--- src/rtl/sm_arith_pkg.sv ---
// Shared sign-magnitude helpers: op encoding, sign/magnitude field extraction and the
// saturation pattern. Helpers take the operand width as an argument so one copy serves any N.
package sm_arith_pkg;

   typedef enum logic {
      OP_SUB = 1'b0,
      OP_ADD = 1'b1
   } sm_op_e;

   localparam int unsigned SM_MAX_W = 64;

   // Slice [W-2:0] for a W-bit operand's clamped magnitude.
   localparam logic [SM_MAX_W-1:0] SM_SAT_MAG = '1;

   function automatic logic sm_sign(input logic [SM_MAX_W-1:0] x, input int unsigned n);
      return x[n-1];
   endfunction

   function automatic logic [SM_MAX_W-1:0] sm_mag(input logic [SM_MAX_W-1:0] x,
                                                  input int unsigned n);
      logic [SM_MAX_W-1:0] mask;
      mask = (SM_MAX_W'(1) << (n - 1)) - SM_MAX_W'(1);
      return x & mask;
   endfunction

endpackage

--- src/rtl/sm_mag_core.sv ---
// Combinational magnitude unit: unsigned add with carry-out, or ordered subtract where the
// larger magnitude is always the minuend so no borrow can occur.
module sm_mag_core #(
   parameter int unsigned W = 7
) (
   input  logic [W-1:0] mag_a,
   input  logic [W-1:0] mag_b,
   input  logic         eff_sub,
   input  logic         a_ge_b,
   output logic [W-1:0] mag,
   output logic         carry
);

   logic [W:0] sum;

   always_comb begin
      sum   = {1'b0, mag_a} + {1'b0, mag_b};
      mag   = '0;
      carry = 1'b0;
      if (!eff_sub) begin
         {carry, mag} = sum;
      end else if (a_ge_b) begin
         mag = mag_a - mag_b;
      end else begin
         mag = mag_b - mag_a;
      end
   end

endmodule

--- src/rtl/sm_addsub_pipe.sv ---
// Two-stage pipelined sign-magnitude adder/subtractor with valid/ready handshake,
// negative-zero normalisation and optional magnitude saturation.
module sm_addsub_pipe
   import sm_arith_pkg::*;
#(
   parameter int unsigned N        = 8,
   parameter int unsigned SATURATE = 0
) (
   input  logic         clk,
   input  logic         rst,
   input  logic         in_valid,
   output logic         in_ready,
   input  logic [N-1:0] in_a,
   input  logic [N-1:0] in_b,
   input  logic         in_op,
   output logic         o_valid,
   input  logic         o_ready,
   output logic [N-1:0] o_out,
   output logic         o_carry,
   output logic         o_zero
);

   localparam int unsigned M = N - 1;

   logic         en;
   logic [M-1:0] in_mag_a;
   logic [M-1:0] in_mag_b;
   logic         in_sign_a;
   logic         in_sign_b_eff;

   logic         s1_valid_q;
   logic         s1_sign_a_q;
   logic         s1_sign_b_q;
   logic         s1_eff_sub_q;
   logic         s1_a_ge_b_q;
   logic [M-1:0] s1_mag_a_q;
   logic [M-1:0] s1_mag_b_q;

   logic [M-1:0] core_mag;
   logic         core_carry;
   logic [M-1:0] res_mag;
   logic         res_sign;
   logic         res_zero;

   // Whole pipeline advances together; the output register is the only backpressure point.
   assign en       = o_ready | ~o_valid;
   assign in_ready = en;

   assign in_mag_a  = M'(sm_mag(SM_MAX_W'(in_a), N));
   assign in_mag_b  = M'(sm_mag(SM_MAX_W'(in_b), N));
   assign in_sign_a = sm_sign(SM_MAX_W'(in_a), N);
   // Subtraction is addition of B with its sign flipped.
   assign in_sign_b_eff = sm_sign(SM_MAX_W'(in_b), N) ^ (sm_op_e'(in_op) != OP_ADD);

   always_ff @(posedge clk or posedge rst) begin
      if (rst) begin
         s1_valid_q   <= 1'b0;
         s1_sign_a_q  <= 1'b0;
         s1_sign_b_q  <= 1'b0;
         s1_eff_sub_q <= 1'b0;
         s1_a_ge_b_q  <= 1'b0;
         s1_mag_a_q   <= '0;
         s1_mag_b_q   <= '0;
      end else if (en) begin
         s1_valid_q <= in_valid;
         if (in_valid) begin
            s1_sign_a_q  <= in_sign_a;
            s1_sign_b_q  <= in_sign_b_eff;
            s1_eff_sub_q <= in_sign_a ^ in_sign_b_eff;
            s1_a_ge_b_q  <= (in_mag_a >= in_mag_b);
            s1_mag_a_q   <= in_mag_a;
            s1_mag_b_q   <= in_mag_b;
         end
      end
   end

   sm_mag_core #(
      .W (M)
   ) u_mag_core (
      .mag_a   (s1_mag_a_q),
      .mag_b   (s1_mag_b_q),
      .eff_sub (s1_eff_sub_q),
      .a_ge_b  (s1_a_ge_b_q),
      .mag     (core_mag),
      .carry   (core_carry)
   );

   always_comb begin
      res_mag = core_mag;
      if ((SATURATE != 0) && core_carry) begin
         res_mag = SM_SAT_MAG[M-1:0];
      end
      res_zero = (res_mag == '0);
      // A zero magnitude is always reported as +0, which also folds -0 inputs.
      if (res_zero) begin
         res_sign = 1'b0;
      end else if (s1_eff_sub_q && !s1_a_ge_b_q) begin
         res_sign = s1_sign_b_q;
      end else begin
         res_sign = s1_sign_a_q;
      end
   end

   always_ff @(posedge clk or posedge rst) begin
      if (rst) begin
         o_valid <= 1'b0;
         o_out   <= '0;
         o_carry <= 1'b0;
         o_zero  <= 1'b0;
      end else if (en) begin
         o_valid <= s1_valid_q;
         if (s1_valid_q) begin
            o_out   <= {res_sign, res_mag};
            o_carry <= core_carry;
            o_zero  <= res_zero;
         end
      end
   end

endmodule

--- config.mk ---
export PLATFORM = sky130hd
export DESIGN_NAME = sm_addsub_pipe
export DESIGN_NICKNAME = d
export VERILOG_FILES = /design/src/rtl/sm_arith_pkg.sv /design/src/rtl/sm_mag_core.sv /design/src/rtl/sm_addsub_pipe.sv
export SDC_FILE = /design/constraint.sdc
export NUM_CORES = 1
export LEC_CHECK = 0
export ABC_AREA = 1
export CORE_MARGIN = 5
export CORE_UTILIZATION = 55
export CTS_CLUSTER_DIAMETER = 200
export DETAILED_ROUTE_END_ITERATION = 8
export PLACE_DENSITY = 0.84
export REMOVE_ABC_BUFFERS = 1
export SLEW_MARGIN = 10
export SYNTH_ARGS = -nofsm -noshare
export SYNTH_HDL_FRONTEND = slang
export SYNTH_SLANG_ARGS = --single-unit
--- constraint.sdc ---
create_clock -name clk -period 2.3 [get_ports clk]
set_input_delay 0.575 -clock clk [delete_from_list [all_inputs] [get_ports clk]]
set_output_delay 0.575 -clock clk [all_outputs]
set_load 0.02 [all_outputs]
* After elaboration in Yosys (flattened, before gate mapping) *
Index checks and enable logic that the tools add are counted.

word-level totals
  register bits after elaboration = 30
  bits of input ports = 21
  word-level logic and storage cells = 30

operators by class
  add/sub/neg operators = 3
  $lt $le $gt $ge = 1
  multiplexer cells = 5
  bitwise gates (word level) = 5
  reduce and logical (&&, ||, !) cells = 5

operators by type and width
  cell                               count
  two-way mux 7 bit                  2
  subtractor 7 bit                   2
  adder 7 x 7 -> 8 bit               1
  greater-or-equal comparator 7 bit  1
  logical NOT 7 bit                  1
  AND reduction 2 bit                2
  two-way mux 1 bit                  3
  inverter 1 bit                     2
  bitwise XOR 1 bit                  2
  logical AND 1 bit                  1
  logical NOT 1 bit                  1
  bitwise OR 1 bit                   1

* Longest topological paths before layout *
Gate-level depths: netlist of run 1.

  depth after elaboration = 5
  depth in mapped cells = 17
  depth with buffers taken out = 16

* Modules after synthesis *
Synthesis of run 1 repeated with hierarchy kept, for this count alone.

unflattened totals
  cells, all modules = 298
  area total of the unflattened synthesis = 2202.1 µm²

modules (own cells, without submodules)
  module          times used  cells an instance  area each (µm²)  sequential area each (µm²)
  sm_addsub_pipe  1           162                1362.6           750.7
  sm_mag_core     1           136                839.6            0.0

* Worst setup path before layout of run 1 *
Ideal clock, no wire load.

  path kind = register -> register
  start point = register s1_mag_a_q[0]
  end point = register o_out[7]
  setup time = 116 ps
  arrival time = 1804 ps
  data required time = 2184 ps
  setup slack = 380 ps
  stages on the path, launching flop included = 12
  period minus slack after synthesis = 1920 ps
  cells stage by stage = dfrtp_1 > ha_1 > fa_1 > or2_1 > nand2_1 > nand2_1 > a21oi_1 > nand3_2 > nor2_2 > nand2_1 > nand2_1 > nand2_1

between the ends
  longest elaborated chain between the ends = 5
  elaborated cells between the ends (all ways) = 7
  classes of those cells = 3 x add/sub; 3 x mux; 1 x reduce/logical

RTL lines
  what                                        RTL line                              source
  start: declaration                          sm_addsub_pipe.sv:36                  logic [M-1:0] s1_mag_a_q;
  start signal: assignment                    sm_addsub_pipe.sv:71                  s1_mag_a_q <= in_mag_a;
  subtractor 7 bit, on equally long branches  sm_mag_core.sv:25, sm_mag_core.sv:23
  two-way mux 7 bit                           sm_mag_core.sv:22                     end else if (a_ge_b) begin
  two-way mux 7 bit *                         sm_mag_core.sv:20                     if (!eff_sub) begin
  logical NOT 7 bit *                         sm_addsub_pipe.sv:93                  res_zero = (res_mag == '0);
  two-way mux 1 bit *                         sm_addsub_pipe.sv:95                  if (res_zero) begin
  end signal: assignment                      sm_addsub_pipe.sv:113                 o_out <= {res_sign, res_mag};
  end: declaration                            sm_addsub_pipe.sv:18                  output logic [N-1:0] o_out,

Mark *: on every way between the ends. The rest lies on a longest branch, timed or not.
A chain may end at the register's enable or synchronous reset.

* Worst setup path after layout of run 1 *
  start point = input o_ready
  end point = output in_ready

between the ends
  longest elaborated chain between the ends = 1

RTL lines
  what                RTL line              source
  start: declaration  sm_addsub_pipe.sv:17  input logic o_ready,
  bitwise OR 1 bit    sm_addsub_pipe.sv:46  assign en = o_ready | ~o_valid;
  end: declaration    sm_addsub_pipe.sv:12  output logic in_ready,

No other way between the ends.

==> results_dict.tcl, run 1 <==
set metrics [dict create \
    io_pins 33 \
    vias_per_cell 5.09 \
    async_flop_share_pct 100 \
    yosysTopAreaCell "dfrtp_1" \
    required_ns 1.73 \
    cts_made_buffers 5 \
    p_leak_nw 1.41 \
    outcome "finished clean" \
    yosys-top-cells-area "dfrtp_1, nand2_1, ha_1, inv_1, o21ai_0" \
    core_area_mm2 0.00397 \
    wl_per_cell_um 12.0 \
    fin_area_mm2 0.00270 \
    p_sw_share_pct 41.3 \
    gp_congestion 0.857 \
    final_nets 387 \
    finClkSkew_ns 0.00236 \
    setup_ws_ns 0.197 \
    cap_violations 0 \
    fin_crit_ns 2.10 \
    htreeDepth 2 \
    worst_pin_slew_ns 0.440 \
    vias 1975 \
    drtIter0Drc 107 \
    die_w_um 73.8 \
    num_rows 23 \
    fin_tns_setup_ns 0 \
    cts_tree "built" \
    syn_area_per_cell_um2 7.46 \
    postSynthCellCount 300 \
    totalWireLength_mm 4.67 \
    drt_first_pass_iters 4 \
    netlist_area_mm2 0.00224 \
    cts_root_buf "clkbuf_8" \
    overflow 0 \
    slew_viol_final 0 \
    drive_above_1_share_pct 8.88 \
    pwr-share-comb_pct 47.8 \
    start_kind "input pin" \
    synth_seq_cells 30 \
    hold_class "flop to flop" \
    grt_max_degree 31 \
    worst_setup_path_end_kind "output pin" \
    layout_common_cells "nand2_1, inv_1, clkdlybuf4s50_1" \
    clk_latency_ns 0.28 \
    clkPwrFrac_pct 19.3 \
    placed_cell_area_mm2 0.00259 \
    fin_crit_sh_pct 91.4 \
    final_util_pct 68.0 \
    diodes 0 \
    grt_usage_pct 18.9 \
    hold_violations 0 \
    power_switching_mw 0.952 \
    synth-edff-count 0 \
    clk_pin_slew_ns 0.06 \
    postRouteAntennaNets 0 \
    die_area_mm2 0.00545 \
    port_buffers 32 \
    path_max_fanout 2 \
    start_util_pct 56.4 \
    grt_first_pass_wirelength_mm 8.04 \
    fmaxAchievable_mhz 475 \
    ir_worst_vdd_v 0.000385 \
    power_density_mw_per_mm2 854 \
    antenna_found_initial 0 \
    p_seq_share_pct 33.0 \
    worst-setup-path-type "input pin to output pin" \
    internal_power_mw 1.35 \
    die_y_um 73.8 \
    yosys_warnings 0 \
    crit_arrival_ns 1.53 \
    drc 0 \
    synth_ff_type "dfrtp_1" \
    layout_commonest_cell "nand2_1" \
    synthToLayoutAreaGrowth_pct 20.6 \
    synthDistinctLibCells 26 \
    setup_viol 0 \
    dpl.hpwl_mm 3.68 \
    first_global_vias 1937 \
    slew_headroom_pct 70.6 \
    synth_top_area_share_pct 33.5 \
    clockBufferDepth 2 \
    dp_slack_ns -0.0244 \
    clock_sinks 30 \
    ys_seq_area_share_pct 33.5 \
    rsz0062_at_grt "no" \
]
==> through the flow <==
| stage | hold WS [ns] | std cells | total power [mW] |
|---|---|---|---|
| 2_1_floorplan | 0.432 | 293 | 1.49 |
| 4_1_cts | 0.488 | 387 | 2.31 |
| 6_report | 0.481 | 388 | 2.30 |
| 3_5_place_dp | 0.473 | 379 | 1.86 |
| 5_1_grt | 0.502 | 388 | 2.49 |
| 3_3_place_gp | 0.442 | 379 | 1.82 |
==> flip-flops by register name, summed over array words and instances (netlist names) <==
| name | cells |
|---|---|
| o_out | 8 |
| s1_mag_b_q | 7 |
| s1_sign_a_q | 1 |
| o_zero | 1 |
| s1_valid_q | 1 |
| s1_sign_b_q | 1 |
| o_carry | 1 |
| s1_eff_sub_q | 1 |
| s1_a_ge_b_q | 1 |
| s1_mag_a_q | 7 |
| o_valid | 1 |
==> worst max-delay path, stage by stage <==
cell	delay, ns
clkdlybuf4s50_1	0.40
nor2_1	0.19
inv_2	0.05
dlygate4sd2_1	0.32
==> final cells by class <==
type | count | area [um^2]
fill | 362 | 1270
clock inverter | 2 | 12.5
multi-input combinational | 216 | 1260
sequential | 30 | 752
timing repair buffer | 37 | 357
inverter | 47 | 176
tap | 50 | 62.6
clock buffer | 6 | 82.6
==> per-layer routing <==
metal  vias up  share of wire [%]  GRT usage, %
li1       1037                  -             -
met1       874                 45          23.0
met2        56                 48          31.9
met3         8                6.3          4.79
met4         0                1.3          6.84
met5         -                  0             0
==> synth_stat cells, drive strengths merged (2+ instances only) <==
master and n:
o21ai 28, fa 3, ha 26, clkbuf 2, nand2 91, inv 47
buf 5, a21oi 14, nor2 14, nand4 8, nand3 25, dfrtp 30
==> worst paths after layout <==
path | start | to | slack (ns) | cells past startpoint
max reg2reg | s1_mag_a_q[0] | o_out[7] | 0.21 | 12
max | o_ready | in_ready | 0.20 | 4
min | o_out[4] | o_out[4] | 0.48 | 2
min reg2reg | o_out[4] | o_out[4] | 0.48 | 2
min in group asynchronous | rst | s1_valid_q | 0.67 | 3
max in group asynchronous | rst | s1_mag_a_q[1] | 1.34 | 3
==> kinds of logic after synthesis <==
family | Yosys count | share of synthesized area (%)
and+or+nand+nor | 140 | 27.4
AOI/OAI and AO/OA | 46 | 10.8
xor gates and xnor gates | 1 | 0.391
DFF | 30 | 33.5
buffers and inverters | 54 | 10.6
adders and majority gates | 29 | 17.2
==> power groups by stage <==
stage	Clock, mW	Sequential (mW)	Combinational [mW]
4_1_cts	0.454	0.761	1.09
2_1_floorplan	0	0.841	0.645
5_1_grt	0.478	0.780	1.24
6_report	0.444	0.760	1.10
3_5_place_dp	0	0.769	1.09
3_3_place_gp	0	0.756	1.06
==> timing repair <==
action	4_1_cts	5_1_grt
hold buffers	0	0
hold endpoints to repair	0	0
setup endpoints to repair	1	2
pin swaps	0	0
setup buffers	0	1
resized for setup	1	3
cloned	0	0
Note: power is estimated with default switching activity, not from simulation.
==> run 2: changes to the inputs <==
--- a/config.mk
+++ b/config.mk
@@ -10,7 +10,7 @@
 export CORE_UTILIZATION = 55
 export CTS_CLUSTER_DIAMETER = 200
 export DETAILED_ROUTE_END_ITERATION = 8
-export PLACE_DENSITY = 0.84
+export PLACE_DENSITY = 0.82
 export REMOVE_ABC_BUFFERS = 1
 export SLEW_MARGIN = 10
 export SYNTH_ARGS = -nofsm -noshare
==> run 2 against run 1 <==
Effect of this change: critical path depth increased by 7; highest routed layer unchanged; worst setup slack improved by 0.016 ns; final cell count did not move; non-clock buffer count increased by 2; utilization barely moved; fmax rose by 0.78%; global-route usage down 0.73 points; wire length down 0.56%; largest power group unchanged; count of clock-buffer cells in the layout is the same; die area did not move; via count up 0.91%.
==> results_dict.tcl, run 2 (synthesis results as in run 1) <==
set metrics [dict create \
    drt_first_pass_iters 4 \
    start_kind "flop" \
    clk_pin_slew_ns 0.06 \
    htreeDepth 2 \
    largest_register_ffs 8 \
    final_nets 389 \
    path_max_fanout 4 \
    required_ns 2.48 \
    totalPowerFinal_mw 2.27 \
    clk_latency_ns 0.28 \
    hold_class "flop to flop" \
    port_buffers 32 \
    die_area_mm2 0.00545 \
    top_regs "o_out (8), s1_mag_a_q (7), s1_mag_b_q (7)" \
    critPathMaxStageDelay_ns 0.43 \
    cts_made_buffers 5 \
    overflow 0 \
    start_util_pct 56.4 \
    cts_hold_buffers 0 \
    worst_setup_path_end_kind "flop" \
    fin_crit_ns 2.09 \
    hold_violations 0 \
    clockBufferDepth 2 \
    setup_viol 0 \
    finClkSkew_ns 0.00418 \
    fin_crit_sh_pct 90.7 \
    rsz0062_at_grt "no" \
    cts_setup_buffers 0 \
    antenna_found_initial 0 \
    layout_commonest_cell "nand2_1" \
    first_global_vias 1884 \
    core_area_mm2 0.00397 \
    cap_violations 0 \
    dpl.hpwl_mm 3.73 \
    grt_first_pass_wirelength_mm 7.71 \
    p_leak_nw 1.41 \
    totalWireLength_mm 4.64 \
    grt_usage_pct 18.1 \
    slew_viol_final 0 \
    worst-setup-path-type "flop to flop" \
    cts_tree "built" \
    stdcell_count 388 \
    drtIter0Drc 94 \
    hold_ws_ns 0.471 \
    wl_per_cell_um 12.0 \
    setup_ws_ns 0.213 \
    die_y_um 73.8 \
    crit_arrival_ns 2.26 \
    fmaxAchievable_mhz 479 \
    ir_worst_vdd_v 0.000300 \
    worst_pin_slew_ns 0.371 \
    drive_above_1_share_pct 8.28 \
    final_util_pct 68.0 \
    postRouteAntennaNets 0 \
    gp_congestion 0.840 \
    clock_sinks 30 \
    die_w_um 73.8 \
    placed_cells 382 \
    vias_per_cell 5.14 \
    cts_root_buf "clkbuf_8" \
    worst_path_max_delay_cell "fa_1" \
    layout_common_cells "nand2_1, inv_1, clkdlybuf4s50_1" \
    io_pins 33 \
    power_density_mw_per_mm2 842 \
    top_register "o_out" \
    synthToLayoutAreaGrowth_pct 20.6 \
    diodes 0 \
    outcome "finished clean" \
    dp_slack_ns -0.0110 \
    worst-path-buf-inv 0 \
    cp_cell_sequence "ha_1, fa_1, or2_1, nand2_1, nand2_1, a21oi_2, nand3_2, nor2_2, nand2_1, nand2_1, nand2_1" \
    path_delay_family "simple AND/OR/NAND/NOR gates" \
    cp_common_cell "nand2_1" \
    vias 1993 \
    drc 0 \
    reg2reg_slack_ns 0.21 \
    num_rows 23 \
    slew_headroom_pct 75.3 \
    grt_max_degree 31 \
]
==> run 2: cell count changes in the layout (fill, tap and decap cells not counted) <==
cell,change
buf_4,+2
clkinv_2,-1
clkinvlp_4,-1
dfrtp_1,+1
dfrtp_2,-1
fa_1,+1
fa_2,-1
==> run 2: final timing paths <==
| kind | start | endpoint | depth (start not counted) |
|---|---|---|---|
| max in group asynchronous | rst | s1_mag_b_q[1] | 3 |
| min | s1_valid_q | o_valid | 2 |
| min in group asynchronous | rst | o_out[7] | 3 |
| max | s1_mag_a_q[0] | o_out[7] | 11 |
| max reg2reg | s1_mag_a_q[0] | o_out[7] | 11 |
| min reg2reg | s1_valid_q | o_valid | 2 |
==> run 2: area by class of cell <==
cell class | instances | area (um^2)
sequential | 30 | 751
tap | 50 | 62.6
inverter | 47 | 176
clock buffer | 6 | 82.6
timing repair buffer | 39 | 372
multi-input combinational | 216 | 1250
fill | 352 | 1270
==> run 2: stage by stage <==
| stage | cell area (um^2) | TNS, ns |
|---|---|---|
| floorplan | 2180 | 0 |
| global placement | 2610 | -0.00724 |
| detailed placement | 2610 | -0.0110 |
| CTS | 2700 | 0 |
| global route | 2700 | 0 |
| finish | 2700 | 0 |
==> run 2: power breakdown <==
group / switching, mW / total (mW) / internal [mW]
Sequential: 0.104 / 0.760 / 0.655
Clock: 0.181 / 0.411 / 0.230
Combinational: 0.639 / 1.10 / 0.462
==> run 2: timing repair <==
action / in CTS / in global routing
gates resized for setup: 1 / 1
cloned: 0 / 0
endpoints found under the setup margin: 1 / 1
==> run 2: worst min-delay path, cell delays in order (launching register included) <==
cell and delay (ns):
dfrtp_1 0.32, inv_1 0.05, nand2_1 0.06
==> run 2: metal layers <==
metal,vias up,track usage (%),part of all wire (%)
met5,-,0,0
li1,1037,-,-
met1,891,21.5,44
met4,0,5.03,0.93
met3,4,4.92,7.2
met2,61,31.9,48
==> run 3: changes to the inputs <==
--- a/config.mk
+++ b/config.mk
@@ -7,10 +7,10 @@
 export LEC_CHECK = 0
 export ABC_AREA = 1
 export CORE_MARGIN = 5
-export CORE_UTILIZATION = 55
+export CORE_UTILIZATION = 59
 export CTS_CLUSTER_DIAMETER = 200
 export DETAILED_ROUTE_END_ITERATION = 8
-export PLACE_DENSITY = 0.82
+export PLACE_DENSITY = 0.87
 export REMOVE_ABC_BUFFERS = 1
 export SLEW_MARGIN = 10
 export SYNTH_ARGS = -nofsm -noshare
==> constraint.sdc (replaced) <==
create_clock -name clk -period 2.4 [get_ports clk]
set_input_delay 0.6 -clock clk [delete_from_list [all_inputs] [get_ports clk]]
set_output_delay 0.6 -clock clk [all_outputs]
set_load 0.02 [all_outputs]
==> run 3 against run 2 <==
Effect of this change: utilization is 5.4 points higher; global-route usage is 1.8 points higher; sequential share of layout area grew 0.13 points; register-to-register slack improved by 0.07 ns; first-iteration DRC count up 18%; power is 3.4% lower; non-clock buffer count is 3 lower; worst hold slack worse by 0.014 ns; highest routed layer unchanged.
==> results_dict.tcl, run 3 (synthesis results as in run 1) <==
set metrics [dict create \
    final_util_pct 73.4 \
    wl_per_cell_um 12.1 \
    grt_max_degree 31 \
    top_regs "o_out (8), s1_mag_a_q (7), s1_mag_b_q (7)" \
    p_leak_nw 1.41 \
    rsz0062_at_grt "no" \
    io_pins 33 \
    internal_power_mw 1.29 \
    start_util_pct 61.1 \
    fin_tns_setup_ns 0 \
    clk_pin_slew_ns 0.06 \
    outcome "finished clean" \
    clk_latency_ns 0.29 \
    fin_crit_sh_pct 88.2 \
    num_rows 22 \
    core_area_mm2 0.00366 \
    cts_setup_buffers 0 \
    drt-met1-wl_mm 1.93 \
    min_from "s1_valid_q" \
    ir_worst_vdd_v 0.000405 \
    top_register "o_out" \
    first_global_vias 1911 \
    finClkSkew_ns 0.00485 \
    dpl.hpwl_mm 3.59 \
    antenna_found_initial 0 \
    postRouteAntennaNets 0 \
    fin_crit_ns 2.12 \
    cp_common_cell "nand2_1" \
    gp_congestion 0.897 \
    layout_common_cells "nand2_1, inv_1, clkdlybuf4s50_1" \
    drive_above_1_share_pct 7.72 \
    largest_register_ffs 8 \
    synthToLayoutAreaGrowth_pct 20.0 \
    worst_path_max_delay_cell "dfrtp_1" \
    cp-startpoint "s1_mag_a_q[0]" \
    fmaxAchievable_mhz 473 \
    cp_cell_sequence "ha_1, fa_1, or2_1, nand2_1, nand2_1, a21oi_1, nand3_2, nor2_2, nand2_1, nand2_1, nand2_1" \
    overflow 0 \
    rr_startpoint "s1_mag_a_q[0]" \
    required_ns 2.58 \
    drtIter0Drc 111 \
    dr_wl_met3_um 339 \
    totalPowerFinal_mw 2.19 \
    cts_tree "built" \
    power_switching_mw 0.902 \
    vias 2047 \
    setup_ws_ns 0.284 \
    dr.max_layer_used "met4" \
    path_max_fanout 4 \
    post_cts_resized 0 \
    crit_arrival_ns 2.30 \
    diodes 0 \
    clockBufferDepth 2 \
    hold_ws_ns 0.456 \
    totalWireLength_mm 4.65 \
    p_seq_share_pct 32.9 \
    grt_first_pass_wirelength_mm 8.14 \
    power_density_mw_per_mm2 816 \
    pwr-share-comb_pct 47.9 \
    start_kind "flop" \
    setup_viol 0 \
    grt_usage_pct 19.9 \
    p_sw_share_pct 41.1 \
    cts_hold_buffers 0 \
    cap_violations 0 \
    worst_pin_slew_ns 0.446 \
    clock_sinks 30 \
    worst_setup_path_end_kind "flop" \
    cts_root_buf "clkbuf_8" \
    slew_viol_final 0 \
    dp_slack_ns 0.0393 \
    vias_per_cell 5.32 \
    drc 0 \
    port_buffers 32 \
    cts_made_buffers 5 \
    critPathMaxStageDelay_ns 0.42 \
    die_area_mm2 0.00513 \
    slew_headroom_pct 70.3 \
    worst-setup-path-type "flop to flop" \
    drt_first_pass_iters 4 \
    final_nets 386 \
    die_y_um 71.6 \
    htreeDepth 2 \
    hold_class "flop to flop" \
    met2RoutedLength_mm 2.25 \
    die_w_um 71.6 \
    hold_violations 0 \
    layout_commonest_cell "nand2_1" \
    clkPwrFrac_pct 19.2 \
]
==> run 3: changes by cell type in the layout (fill, tap and decap cells not counted), sizes merged <==
cell          before  now
clkinvlp           0    1
dlymetal6s2s       0    1
dlygate4sd2        1    0
buf                7    4
clkinv             0    1
==> run 3: power groups by stage <==
stage | clock [mW] | combinational, mW | sequential, mW
final | 0.420 | 1.05 | 0.722
after global routing | 0.452 | 1.18 | 0.744
after CTS | 0.436 | 1.05 | 0.722
after detailed placement | 0 | 1.04 | 0.730
after global placement | 0 | 1.01 | 0.724
after floorplan | 0 | 0.618 | 0.806
==> run 3: critical path, delay by kind of cell, from the launching register on <==
family,cells,cell delay (ns)
AO/OA/AOI/OAI,1,0.18
AND/OR/NAND/NOR,8,0.72
flip-flops,1,0.42
adder cells (fa/ha/maj),2,0.68
==> run 3: stage by stage <==
| stage | instance area, um^2 | instances |
|---|---|---|
| 2_1_floorplan | 2180 | 293 |
| 3_3_place_gp | 2590 | 377 |
| 3_5_place_dp | 2590 | 377 |
| 4_1_cts | 2680 | 385 |
| 5_1_grt | 2690 | 385 |
| 6_report | 2690 | 385 |
==> run 3: worst paths after layout <==
kind	to	slack, ns	cells after the start
min in group asynchronous	o_zero	0.70	3
min	o_valid	0.46	2
max in group asynchronous	s1_mag_a_q[1]	1.43	3
min reg2reg	o_valid	0.46	2
max reg2reg	o_out[7]	0.28	11
max	o_out[7]	0.28	11
==> run 3: cell type report <==
class / count / area [um^2]
multi-input combinational: 216 / 1250
fill: 304 / 975
sequential: 30 / 751
timing repair buffer: 36 / 353
inverter: 47 / 176
clock buffer: 6 / 82.6
tap: 48 / 60.1
clock inverter: 2 / 12.5
==> run 3: per-layer routing <==
layer | track usage (%) | vias to the layer above
li1 | - | 1035
met3 | 4.63 | 11
met1 | 22.8 | 933
met2 | 34.7 | 68
met4 | 9.60 | 0
met5 | 0 | -
